### src/rtl/pam4_dfe_slicer.sv
// PAM-4 receive slicer with 1-tap decision feedback and BER counters.
// The previous decision's ideal level, scaled by 2^-H1_SHIFT, is subtracted
// from each incoming sample. The result is sliced to a 2-bit symbol and
// compared against the reference symbol once the warm-up window has elapsed.
//
// state     | meaning
// ----------+-----------------------------------------------------------
// ST_WARMUP | counting off; valid symbols fill the skip window
// ST_COUNT  | every valid symbol counted, mismatches counted as errors
module pam4_dfe_slicer #(
    parameter int SIGNAL_RESOLUTION = 8,
    parameter int SYMBOL_SEPERATION = 56,
    parameter int H1_SHIFT          = 1,
    parameter int SKIP_SYMBOLS      = 4,
    parameter int COUNT_WIDTH       = 32
) (
    input  logic                                clk,
    input  logic                                rstn,
    input  logic signed [SIGNAL_RESOLUTION-1:0] signal_in,
    input  logic                                signal_in_valid,
    input  logic [1:0]                          ref_symbol,
    input  logic                                dfe_en,
    input  logic                                clear_counts,
    output logic [1:0]                          symbol_out,
    output logic signed [SIGNAL_RESOLUTION-1:0] eq_out,
    output logic                                symbol_out_valid,
    output logic [COUNT_WIDTH-1:0]              symbol_count,
    output logic [COUNT_WIDTH-1:0]              error_count,
    output logic                                counting
);

    // Two guard bits so signal_in minus the largest feedback cannot overflow.
    localparam int EW        = SIGNAL_RESOLUTION + 2;
    localparam int LVL_OUTER = (3 * SYMBOL_SEPERATION) / 2;
    localparam int LVL_INNER = SYMBOL_SEPERATION / 2;

    localparam logic signed [EW-1:0] LVL_0   = EW'(-LVL_OUTER);
    localparam logic signed [EW-1:0] LVL_1   = EW'(-LVL_INNER);
    localparam logic signed [EW-1:0] LVL_2   = EW'(LVL_INNER);
    localparam logic signed [EW-1:0] LVL_3   = EW'(LVL_OUTER);
    localparam logic signed [EW-1:0] THR_POS = EW'(SYMBOL_SEPERATION);
    localparam logic signed [EW-1:0] THR_NEG = EW'(-SYMBOL_SEPERATION);
    localparam logic signed [EW-1:0] ZERO    = '0;
    localparam logic signed [EW-1:0] EQ_MAX  = EW'((2 ** (SIGNAL_RESOLUTION - 1)) - 1);
    localparam logic signed [EW-1:0] EQ_MIN  = EW'(-(2 ** (SIGNAL_RESOLUTION - 1)));

    localparam int SKW = (SKIP_SYMBOLS > 0) ? $clog2(SKIP_SYMBOLS + 1) : 1;
    localparam logic [SKW-1:0] SKIP_LAST = SKW'((SKIP_SYMBOLS > 0) ? SKIP_SYMBOLS - 1 : 0);

    localparam logic [0:0] ST_WARMUP = 1'b0;
    localparam logic [0:0] ST_COUNT  = 1'b1;
    // With no warm-up window the block comes out of reset/clear already counting.
    localparam logic [0:0] ST_START  = (SKIP_SYMBOLS == 0) ? ST_COUNT : ST_WARMUP;

    logic [1:0]              prev_sym;
    logic                    prev_ok;
    logic [0:0]              state;
    logic [SKW-1:0]          skip_cnt;
    logic signed [EW-1:0]    signal_ext;
    logic signed [EW-1:0]    lvl_prev;
    logic signed [EW-1:0]    fb;
    logic signed [EW-1:0]    eq;
    logic [1:0]              decision;
    logic signed [SIGNAL_RESOLUTION-1:0] eq_sat;

    assign signal_ext = EW'(signal_in);
    assign counting   = (state == ST_COUNT);

    // Ideal level of the previous decision, then the scaled feedback term.
    always_comb begin
        lvl_prev = LVL_0;
        case (prev_sym)
            2'd0:    lvl_prev = LVL_0;
            2'd1:    lvl_prev = LVL_1;
            2'd2:    lvl_prev = LVL_2;
            default: lvl_prev = LVL_3;
        endcase
        fb = (dfe_en && prev_ok) ? (lvl_prev >>> H1_SHIFT) : ZERO;
        eq = signal_ext - fb;
    end

    // Slice the equalized sample and clamp it to the output range.
    always_comb begin
        decision = 2'd3;
        if (eq < THR_NEG)      decision = 2'd0;
        else if (eq < ZERO)    decision = 2'd1;
        else if (eq < THR_POS) decision = 2'd2;

        eq_sat = eq[SIGNAL_RESOLUTION-1:0];
        if (eq > EQ_MAX)      eq_sat = EQ_MAX[SIGNAL_RESOLUTION-1:0];
        else if (eq < EQ_MIN) eq_sat = EQ_MIN[SIGNAL_RESOLUTION-1:0];
    end

    // Output registers and decision history; values hold across valid gaps.
    always_ff @(posedge clk or negedge rstn) begin
        if (!rstn) begin
            symbol_out       <= 2'd0;
            eq_out           <= '0;
            symbol_out_valid <= 1'b0;
            prev_sym         <= 2'd0;
            prev_ok          <= 1'b0;
        end else begin
            symbol_out_valid <= signal_in_valid;
            if (signal_in_valid) begin
                symbol_out <= decision;
                eq_out     <= eq_sat;
                prev_sym   <= decision;
                prev_ok    <= 1'b1;
            end
        end
    end

    // Warm-up / count FSM with saturating counters; clear beats a valid symbol.
    always_ff @(posedge clk or negedge rstn) begin
        if (!rstn) begin
            state        <= ST_START;
            skip_cnt     <= '0;
            symbol_count <= '0;
            error_count  <= '0;
        end else if (clear_counts) begin
            state        <= ST_START;
            skip_cnt     <= '0;
            symbol_count <= '0;
            error_count  <= '0;
        end else if (signal_in_valid) begin
            case (state)
                ST_WARMUP: begin
                    skip_cnt <= skip_cnt + SKW'(1);
                    if (skip_cnt == SKIP_LAST) state <= ST_COUNT;
                end
                default: begin
                    if (symbol_count != '1) symbol_count <= symbol_count + COUNT_WIDTH'(1);
                    if ((decision != ref_symbol) && (error_count != '1))
                        error_count <= error_count + COUNT_WIDTH'(1);
                end
            endcase
        end
    end

endmodule

### config.mk
export PLATFORM = sky130hd
export DESIGN_NAME = pam4_dfe_slicer
export DESIGN_NICKNAME = d
export VERILOG_FILES = /design/src/rtl/pam4_dfe_slicer.sv
export SDC_FILE = /design/constraint.sdc
export NUM_CORES = 1
export LEC_CHECK = 0
export ABC_AREA = 1
export ABC_CLOCK_PERIOD_IN_PS = 6540
export CELL_PAD_IN_SITES_DETAIL_PLACEMENT = 2
export CELL_PAD_IN_SITES_GLOBAL_PLACEMENT = 2
export CORE_ASPECT_RATIO = 0.8
export CORE_MARGIN = 2
export CORE_UTILIZATION = 33
export CTS_BUF_LIST = sky130_fd_sc_hd__clkbuf_16
export DETAILED_ROUTE_END_ITERATION = 12
export PLACE_DENSITY_LB_ADDON = 0.12
export SETUP_SLACK_MARGIN = 0.05
export SLEW_MARGIN = 20
export SYNTH_ARGS = -nofsm -noshare
export SYNTH_HDL_FRONTEND = slang
export SYNTH_SLANG_ARGS = --single-unit
### constraint.sdc
create_clock -name clk -period 6.54 [get_ports clk]
set_clock_uncertainty 0.2 [all_clocks]
set_input_delay 0.981 -clock clk [delete_from_list [all_inputs] [get_ports clk]]
set_output_delay 0.981 -clock clk [all_outputs]
set_load 0.005 [all_outputs]
Word level (Yosys, flattened, before mapping)
Cells that the tools add are included.

cells by class
  add/sub/neg operators = 4
  magnitude comparators = 5
  eq/ne operators = 7
  multiplexer cells = 22
  reduce and logical (&&, ||, !) cells = 10

operators with widths
  operator                                                        number
  two-way mux 32 bit                                              8
  adder 32 x 1 -> 32 bit, second input constant                   2
  inequality test 32 bit, second input constant                   2
  case mux 10 bit (3 select lines)                                1
  less-than comparator 10 x 7 -> 1 bit, second input constant     2
  two-way mux 8 bit                                               2
  greater-than comparator 10 x 8 -> 1 bit, second input constant  1
  less-than comparator 10 x 1 -> 1 bit, second input constant     1
  less-than comparator 10 x 8 -> 1 bit, second input constant     1
  two-way mux 10 bit                                              1
  subtractor 8 x 10 -> 10 bit                                     1
  two-way mux 3 bit                                               3
  nonzero test 2 bit                                              4
  AND reduction 3 bit                                             2
  two-way mux 1 bit                                               5
  two-way mux 2 bit                                               2
  adder 3 x 1 -> 3 bit, second input constant                     1
  == test 3 x 2 -> 1 bit, second input constant                   1
  == test 2 x 1 -> 1 bit, second input constant                   1
  == test 2 bit, second input constant                            1
  logical AND 1 bit                                               2
  zero test 2 bit                                                 1
  inequality test 2 bit                                           1
  inequality test 2 bit, second input constant                    1
  AND reduction 2 bit                                             1

storage, ports and cells
  flip-flop bits (word level) = 80
  output and inout bits = 76
  word-level logic and storage cells = 56

Longest topological paths before layout
Gate-level depths: netlist (run 1).

  word-level depth = 14
  mapped depth = 20
  gate-level depth less buffers = 19

Worst setup path after synthesis (run 1)
OpenSTA, ideal clock, no wires.

  path kind = input port to flip-flop
  start = in dfe_en
  end = reg error_count[11]
  library setup time = 118 ps
  arrival time = 2,924 ps
  required time = 6,222 ps
  path slack = 3,298 ps
  stages = 16
  path buffers = 1
  cell sequence = nand2_1 -> or2_2 -> fa_1 -> nand2_1 -> nand2_1 -> nand3_2 -> nand3_2 -> o21ai_4 -> nand2_1 -> nand3_1 -> nand2_1 -> nand3_2 -> nand2_4 -> buf_8 -> nand3_2 -> nand2_1

between the ends
  cells in the longest elaborated chain, start to end = 11
  elaborated cells on any way between the ends = 13

ends and longest elaborated chain
  item                                      line  source
  start: declaration                        22    input logic dfe_en,
  logical AND 1 bit (*)                     78    fb = (dfe_en && prev_ok) ? (lvl_prev >>> H1_SHIFT) : ZERO;
  two-way mux 10 bit (*)                    78
  subtractor 8 x 10 -> 10 bit (*)           79    eq = signal_ext - fb;
  less-than comparator 10 x 7 -> 1 bit      87    else if (eq < THR_POS) decision = 2'd2;
  two-way mux 1 bit                         87
  two-way mux 2 bit                         86    else if (eq < ZERO) decision = 2'd1;
  two-way mux 2 bit (*)                     85    if (eq < THR_NEG) decision = 2'd0;
  inequality test 2 bit (*)                 133   if ((decision != ref_symbol) && (error_count != '1))
  logical AND 1 bit (*)                     133
  nonzero test 2 bit (no source line) (*)   --
  AND reduction 3 bit (no source line) (*)  --
  end signal: assignment                    134   error_count <= error_count + COUNT_WIDTH'(1);
  end: declaration                          28    output logic [COUNT_WIDTH-1:0] error_count,

Mark *: on every way between the ends. The rest lies on a longest branch, timed or not.
A chain may end at the register's enable or synchronous reset.

Worst setup path in the final report (run 1)
  start = in dfe_en
  end = reg error_count[2]

The elaborated chain is that of the path after synthesis.

==> results by group, run 1 <==
Outcome
  • Run status: finished, final reports clean

Power and ir drop
  • Reg power frac: between 40% and 50%
  • Net switching power: 0.394 mW
  • Leak: between 2 and 3 nW
  • Power per cell area: 189 nW/um^2
  • Clk pwr share: around 40%
  • Peak supply drop: 0.122 mV
  • Switching share of total power: between 30% and 40%
  • P_int: approximately 0.90 mW
  • Logic gate share of total power: about a fifth

Logic synthesis
  • Synth Register Bits: 80
  • Sequential share of the synthesized area: a little over a third
  • Synthesized area: roughly 5500 um^2
  • Synth top area share: between 30% and 40%
  • Area contributors post-synth: dfrtp_1 36%, nand2_1 13%, inv_1 6.0%, nand4_1 5.6%, nor2_1 4.6%
  • Synth unique cells: 35
  • Syn_area_per_cell: 7.30 um^2
  • Leading area contributor after synthesis: dfrtp_1
  • Syn. warnings: 0
  • Synth Net Count: 781
  • Post-Synthesis Cells: between 700 and 800

Job
  • Max cap viols: 0

Critical path
  • WP data required: about 6.6 ns
  • Critical path type: in2reg
  • CP peak stage delay: between 0.4 and 0.5 ns
  • Critical path endpoint category: flip-flop
  • Critical Path AT: between 4 and 5 ns
  • Crit path top cell by count: nand2_1
  • R2r setup slk: 3.02 ns
  • Startpoint Class: input pin
  • Worst-path cell chain: clkdlybuf4s50_1, nand2_1, or2_2, fa_1, nand2_1, nand2_1, nand3_2, nand3_2, o21ai_4, nand2_1, nand3_1, nand2_1, nand3_2, buf_4, nand2_4, nand3_1, nand2_1
  • Critical path's slowest cell: clkdlybuf4s50_1
  • Worst-path fanout max: 33

Floorplanning
  • Die H: roughly 120 um
  • Die footprint: about 18000 um^2
  • Core Region: between 15000 and 20000 um^2
  • Initial core utilization: between 30 and 40%
  • Io pins: 91
  • Row cnt: between 40 and 50
  • Die width: ~150 um

CTS
  • # resized after CTS: 0
  • # hold bufs at CTS: 0
  • H-tree depth: 3
  • Cts bufs inserted: 9
  • CTS tree: yes
  • # Post-CTS Setup Buffers: 0
  • Root Buffer: clkbuf_16
  • Clock latency on the worst-skew pair: 0.35 ns
  • Clock Path Buffers: 2
  • Clk sinks: 80
  • Clock transition at the registers of the reported paths: 0.06 ns

STA
  • Setup violators final: 0
  • F_max: 237 MHz
  • Least-Margin Pin Slew: about 0.80 ns
  • Period utilization: between 60% and 70%
  • Period minus WS final: around 4.2 ns
  • Endpoints failing hold: 0
  • Setup TNS Final: 0 ns
  • Final slew viol count: 0
  • Max-Slew Margin vs Limit: between 40% and 50%
  • RSZ-0062 raised after global routing: false

Drt
  • Post-route ant nets: 0
  • Drt total wl: between 20000 and 25000 um
  • Via count: approximately 5600
  • TritonRoute pass-1 iters: 4
  • Routed wire per std cell: roughly 19 um
  • DR vias/cell: ~5.3
  • Drt drc: 0
  • Initial DRC Count: ~160

Cells and area
  • Area growth, synth to finish: 24.4%
  • Final core occ: a little over two fifths
  • Inserted Diodes: 0
  • Fill cell count: roughly 1900
  • Layout cells sized above 1: 7.42%
  • Total Nets Final: 859

Global routing
  • First-pass GRT wire length: ~33000 um
  • GRT overflow: 0
  • Pin count of the biggest net entering global routing: 81
  • Vias in the first global route: slightly above 6000
  • Total track usage: 23.7%
  • Initial antenna violation count: 0

Place
  • Gpl congestion: just under 1
  • Number of port buffers: 90
  • HPWL after DPL: between 10000 and 15000 um

Worst hold path
  • Hold WC Path Type: reg2reg
==> per-stage QoR <==
stage	total power, mW	setup WS (ns)	std cells	instance area (um^2)	hold WS (ns)
global placement	0.777	2.13	1041	6550	0.253
CTS	1.31	2.30	1056	6840	0.288
floorplan	0.684	3.30	754	5500	0.239
global route	1.36	1.96	1056	6850	0.317
detailed placement	0.791	1.96	1041	6550	0.272
finish	1.30	2.32	1056	6850	0.284
==> power groups by stage <==
stage | Combinational [mW] | Clock [mW] | Sequential, mW
finish | 0.246 | 0.516 | 0.533
global placement | 0.236 | 0 | 0.541
floorplan | 0.145 | 0 | 0.539
detailed placement | 0.248 | 0 | 0.542
CTS | 0.250 | 0.529 | 0.533
global route | 0.278 | 0.543 | 0.536
==> path summary, 6_finish.rpt <==
path	from	end	depth (start not counted)
hold reg to reg	prev_ok	prev_ok	1
hold / removal	prev_ok	prev_ok	1
max in group asynchronous	rstn	symbol_count[3]	1
setup reg to reg	prev_sym[0]	error_count[2]	15
min in group asynchronous	rstn	prev_ok	1
setup / recovery	dfe_en	error_count[2]	17
==> cell usage after synthesis <==
library cell / instances
nor3_2: 1
dfrtp_1: 80
or2_2: 4
fa_1: 1
a21oi_1: 18
nor4_2: 1
o22ai_1: 1
nor3_1: 36
nand4_1: 49
nor4_1: 12
inv_1: 88
nand2_2: 1
clkinv_1: 1
nor2_2: 2
buf_8: 2
ha_1: 11
inv_2: 4
nand3_2: 24
o31ai_1: 13
nor2_1: 68
buf_2: 13
xor2_1: 28
o21a_1: 1
clkbuf_1: 11
a21oi_2: 1
o21ai_4: 1
nand3_1: 35
nor2_4: 1
nand2_1: 197
nand3b_1: 2
nand2_4: 1
xnor2_1: 17
o21ai_0: 26
a211oi_1: 1
buf_6: 2
==> cells by family after synthesis <==
kind of cell,synth area share [%]
AOI/OAI and AO/OA,6.62
adders and majority gates,2.87
buffers and inverters,9.23
and+or+nand+nor,37.7
xor gates and xnor gates,7.16
DFF,36.4
==> area by class of cell <==
cell class / instances / area, um^2 / area share [%]
Clock inverter: 6 / 62.6 / 0.914
Multi-Input combinational cell: 553 / 2990 / 43.7
Clock buffer: 9 / 225 / 3.29
Inverter: 93 / 349 / 5.10
Timing Repair Buffer: 95 / 940 / 13.7
Sequential cell: 80 / 2000 / 29.2
Tap cell: 220 / 275 / 4.02
==> sequential cells by signal, summed over array words and instances (netlist names) <==
| name | count |
|---|---|
| error_count | 32 |
| symbol_count | 32 |
| eq_out | 8 |
| skip_cnt | 3 |
| prev_sym | 2 |
| counting | 1 |
| prev_ok | 1 |
| symbol_out_valid | 1 |
==> cell usage in the layout (no fill, tap or decap), types with 11 or more instances in the layout <==
master / count
nand3_1: 35
xnor2_1: 17
xor2_1: 28
nor2_1: 68
a21oi_1: 18
ha_1: 11
nand4_1: 49
clkdlybuf4s50_1: 89
nand2_1: 197
nor4_1: 12
dfrtp_1: 80
o21ai_0: 26
nor3_1: 36
nand3_2: 24
inv_1: 88
o31ai_1: 13
==> metal layers <==
metal / part of all wire (%) / track usage [%] / up-vias
met5: 0 / 0 / -
met4: 1.4 / 5.77 / 0
met3: 4.1 / 4.14 / 22
met2: 45 / 36.3 / 118
met1: 50 / 34.8 / 2787
li1: - / - / 2641
==> critical path, delay by kind of cell <==
family	cells	cell delay, ns
adder cells (fa/ha/maj)	1	0.46
AND/OR/NAND/NOR	13	1.79
buffers and inverters	2	0.81
AO/OA/AOI/OAI	1	0.21
(Power assumes the default switching activity.)
==> run 2, diff against run 1 <==
- ABC_CLOCK_PERIOD_IN_PS: 6540 -> 3900
- CORE_UTILIZATION: 33 -> 31
- clock period: 6.54 -> 3.9 ns (I/O delays scaled with it)
==> results by group, run 2 (synthesis gave the netlist of run 1 again) <==
Outcome
  • Run status: finished, final reports clean

Drt
  • Met3 wire len: between 700 and 800 um
  • Drt drc: 0
  • TritonRoute pass-1 iters: 7
  • Drt total wl: 20600 um
  • Metal2 WL: roughly 9200 um
  • Routed wire per std cell: 19.3 um
  • Via count: 5564
  • Initial DRC Count: 237
  • DR vias/cell: approximately 5.2
  • DR top layer: met4
  • Post-route ant nets: 0
  • M1 wire length: ~10000 um

STA
  • Final slew viol count: 0
  • Period minus WS final: about 3.4 ns
  • Max-Slew Margin vs Limit: 48.7%
  • Setup violators final: 0
  • F_max: between 200 and 300 MHz
  • Setup slack after layout: between 0.5 and 0.6 ns
  • Final hold slack: around 0.095 ns
  • Least-Margin Pin Slew: ~0.77 ns
  • Endpoints failing hold: 0
  • Setup TNS Final: 0 ns
  • RSZ-0062 raised after global routing: false
  • Period utilization: 87.1%

Job
  • Max cap viols: 0

Power and ir drop
  • Net switching power: approximately 0.67 mW
  • Peak supply drop: between 0.15 and 0.2 mV
  • Reg power frac: 39.8%
  • Power per cell area: between 300 and 400 nW/um^2
  • Logic gate share of total power: around a fifth
  • Leak: slightly below 3 nW
  • Clk pwr share: 41.6%
  • P_int: between 1.5 and 2 mW
  • Switching share of total power: between 20% and 30%

Critical path
  • Worst R2R End: error_count[27]
  • Critical path type: in2reg
  • Startpoint Class: input pin
  • Critical Path AT: 3.48 ns
  • Critical path endpoint category: flip-flop
  • R2R depth: 16
  • Crit Reg-Reg Startpoint: prev_sym[0]
  • R2r setup slk: ~0.83 ns
  • Worst-path fanout max: 32
  • WP data required: ~4.0 ns

Worst hold path
  • Hold WC Path Type: in2async

Place
  • Number of port buffers: 90
  • Pre-CTS setup slack: 0.126 ns
  • HPWL after DPL: 15400 um
  • Gpl congestion: 0.924

CTS
  • # Post-CTS Setup Buffers: 0
  • # resized after CTS: 0
  • Clk sinks: 80
  • Root Buffer: clkbuf_16
  • Clock transition at the registers of the reported paths: around 0.060 ns
  • # hold bufs at CTS: 0
  • H-tree depth: 3
  • CTS tree: yes
  • Clock Path Buffers: 2
  • Cts bufs inserted: 9
  • Clock latency on the worst-skew pair: roughly 0.35 ns

Global routing
  • Total track usage: between 20% and 30%
  • Initial antenna violation count: 0
  • First-pass GRT wire length: approximately 34000 um
  • Vias in the first global route: approximately 6000
  • Pin count of the biggest net entering global routing: 81
  • GRT overflow: 0

Cells and area
  • Layout cells sized above 1: roughly 7.8%
  • Most common cell after layout, fill and taps aside: nand2_1
  • Fill cell count: between 2000 and 2500
  • Most frequent cells in the layout: 197 x nand2_1, 89 x inv_1, 89 x clkdlybuf4s50_1, 80 x dfrtp_1, 68 x nor2_1
  • Total Nets Final: approximately 860
  • Biggest regs: error_count (32), symbol_count (32), eq_out (8)
  • Area growth, synth to finish: 25.8%
  • Inserted Diodes: 0

Floorplanning
  • Io pins: ~90
  • Die H: roughly 120 um
  • Core Region: approximately 17000 um^2
  • Die footprint: around 19000 um^2
  • Initial core utilization: 31.7%
  • Row cnt: between 40 and 50
  • Die width: about 150 um
==> run 2: changes by cell type in the layout (fill, tap and decap cells not counted) <==
cell,previous run,this run
buf_12,0,1
inv_1,88,89
buf_4,5,8
bufinv_16,1,2
clkinvlp_4,2,1
==> run 2: worst max-delay path by stage <==
stage / endpoint / start / slack (ns)
after floorplan: error_count[11] / dfe_en / 1.05
after global placement: error_count[27] / dfe_en / 0.25
after detailed placement: error_count[18] / dfe_en / 0.13
after CTS: error_count[18] / dfe_en / 0.47
after global routing: error_count[18] / dfe_en / 0.23
final: error_count[27] / dfe_en / 0.50
==> run 2: stage by stage <==
step,cell area (um^2),total power [mW],std cells,util (%)
after floorplan,5500,1.15,754,-
after global placement,6600,1.31,1050,38.0
after detailed placement,6600,1.33,1050,38.0
after CTS,6920,2.28,1066,39.8
after global routing,6920,2.37,1066,39.8
final,6920,2.25,1066,39.8
==> run 2: cell type report <==
cell class | instances | area [um^2] | share of cell area [%]
multi-input combinational | 553 | 2990 | 43.2
clock inverter | 7 | 88.8 | 1.28
sequential | 80 | 2000 | 28.9
timing repair buffer | 99 | 982 | 14.2
tap | 225 | 282 | 4.07
inverter | 93 | 349 | 5.04
clock buffer | 9 | 225 | 3.25
==> run 2: critical path: stages <==
cell,delay [ns]
clkdlybuf4s50_1,0.46
nand2_1,0.09
or2_2,0.32
fa_1,0.45
nand2_1,0.09
nand2_1,0.09
nand3_2,0.08
nand2_1,0.06
nand2_1,0.07
nand2_1,0.07
nor2_1,0.16
nand2_1,0.10
nand3_1,0.09
nand2_1,0.06
nand3_2,0.09
buf_4,0.35
nand4_1,0.15
nand2_1,0.10
==> run 2: power by group through the flow <==
stage	combinational, mW	sequential [mW]	clock (mW)
after floorplan	0.242	0.904	0
after global placement	0.402	0.906	0
after detailed placement	0.424	0.910	0
after CTS	0.428	0.894	0.955
after global routing	0.471	0.899	0.998
final	0.419	0.894	0.934
==> run 2: layer usage <==
layer	up-vias	GRT usage, %
met4	0	4.22
li1	2650	-
met3	12	3.47
met5	-	0
met1	2790	32.7
met2	112	36.4
==> variant (config.mk and constraints of run 2) <==
Set the parameter `COUNT_WIDTH` to 36 (it was 32).
--- a/src/rtl/pam4_dfe_slicer.sv
+++ b/src/rtl/pam4_dfe_slicer.sv
@@ -14,3 +14,3 @@
     parameter int SKIP_SYMBOLS      = 4,
-    parameter int COUNT_WIDTH       = 32
+    parameter int COUNT_WIDTH       = 36
 ) (
Interface: changed (resized error_count and symbol_count); port bits go from 91 to 99. No check against the original RTL was run, so the function may have changed too.
==> variant against run 2 <==
Sequential share of layout area down 0.22 points. Sequential cell count up 8. Global-route usage grew 0.59 points. Via count increased by 12%. Critical path depth decreased by 2. Cell area rose by 11%. Wire length up 13%. Synthesized area increased by 12%. Power up 3.4%. Count of clock-buffer cells in the layout stayed put. Die area grew 11%. Setup slack gained 0.029 ns. Largest cell class unchanged. Largest power group is now sequential cells. Highest routed layer unchanged.
==> variant: results <==
export IMPL_power_leakage_nw=3.28
export IMPL_internal_power_mw=1.61
export IMPL_wl_per_cell_um=19.5
export IMPL_yosysSeqAreaShare_pct=35.9
export IMPL_syn_inst=836
export IMPL_ir_worst_vdd_mv=0.160
export IMPL_reg_largest_list="error_count x36, symbol_count x36, eq_out x8"
export IMPL_status="completed"
export IMPL_synthTopCellsByCount="218 x nand2_1, 94 x inv_1, 88 x dfrtp_1, 83 x nor2_1, 60 x nand4_1"
export IMPL_grt_pass1_vias=6958
export IMPL_firstDrtPassIters=4
export IMPL_drive_above_1_share_pct=7.19
export IMPL_ys_top_cells_by_area="dfrtp_1 36%, nand2_1 13%, nand4_1 6.1%, inv_1 5.8%, xor2_1 5.1%"
export IMPL_placedCellCount=1173
export IMPL_endpoint="error_count[18]"
export IMPL_wl_met1_mm=11.5
export IMPL_powerClk_mw=0.895
export IMPL_grt_max_degree=92
export IMPL_path_max_fanout=36
export IMPL_groute_usage_overall_pct=23.2
export IMPL_drt_iter0_drc=312
export IMPL_met1_usage_pct=32.9
export IMPL_rr_worst_depth=15
export IMPL_viasPerCell=5.25
export IMPL_comb_power_mw=0.452
export IMPL_met3_usage_pct=3.53
export IMPL_place_congestion=0.855
export IMPL_grt_pass1_wl_mm=38.5
export IMPL_wl_met3_um=964
export IMPL_placed_cell_area_sq_um=7350
export IMPL_io_buffers=98
[variant: changes by cell type after synthesis, moves of 3 or more]
cell / before / now
o31ai_1: 13 / 17
a21oi_1: 18 / 15
inv_2: 4 / 1
nand4_1: 49 / 60
nand3_1: 35 / 53
inv_1: 88 / 94
nand2_1: 197 / 218
buf_2: 13 / 10
xor2_1: 28 / 36
nor2_1: 68 / 83
xnor2_1: 17 / 12
dfrtp_1: 80 / 88
nor3_1: 36 / 25
buf_4: 0 / 3
[variant: cell families after synthesis]
group	after synthesis	synth area share, %
simple gates	496	39.2
buf+inv	123	8.63
flops	88	35.9
compound gates	68	6.71
xor+xnor	48	6.85
fa+ha+maj	12	2.57
mux	1	0.163
[variant: layout make-up]
type	count	area [sq um]
multi-input combinational	625	3400
fill	2224	11500
timing repair buffer	107	1090
clock inverter	7	65.1
sequential	88	2200
clock buffer	9	225
inverter	96	360
tap	258	323
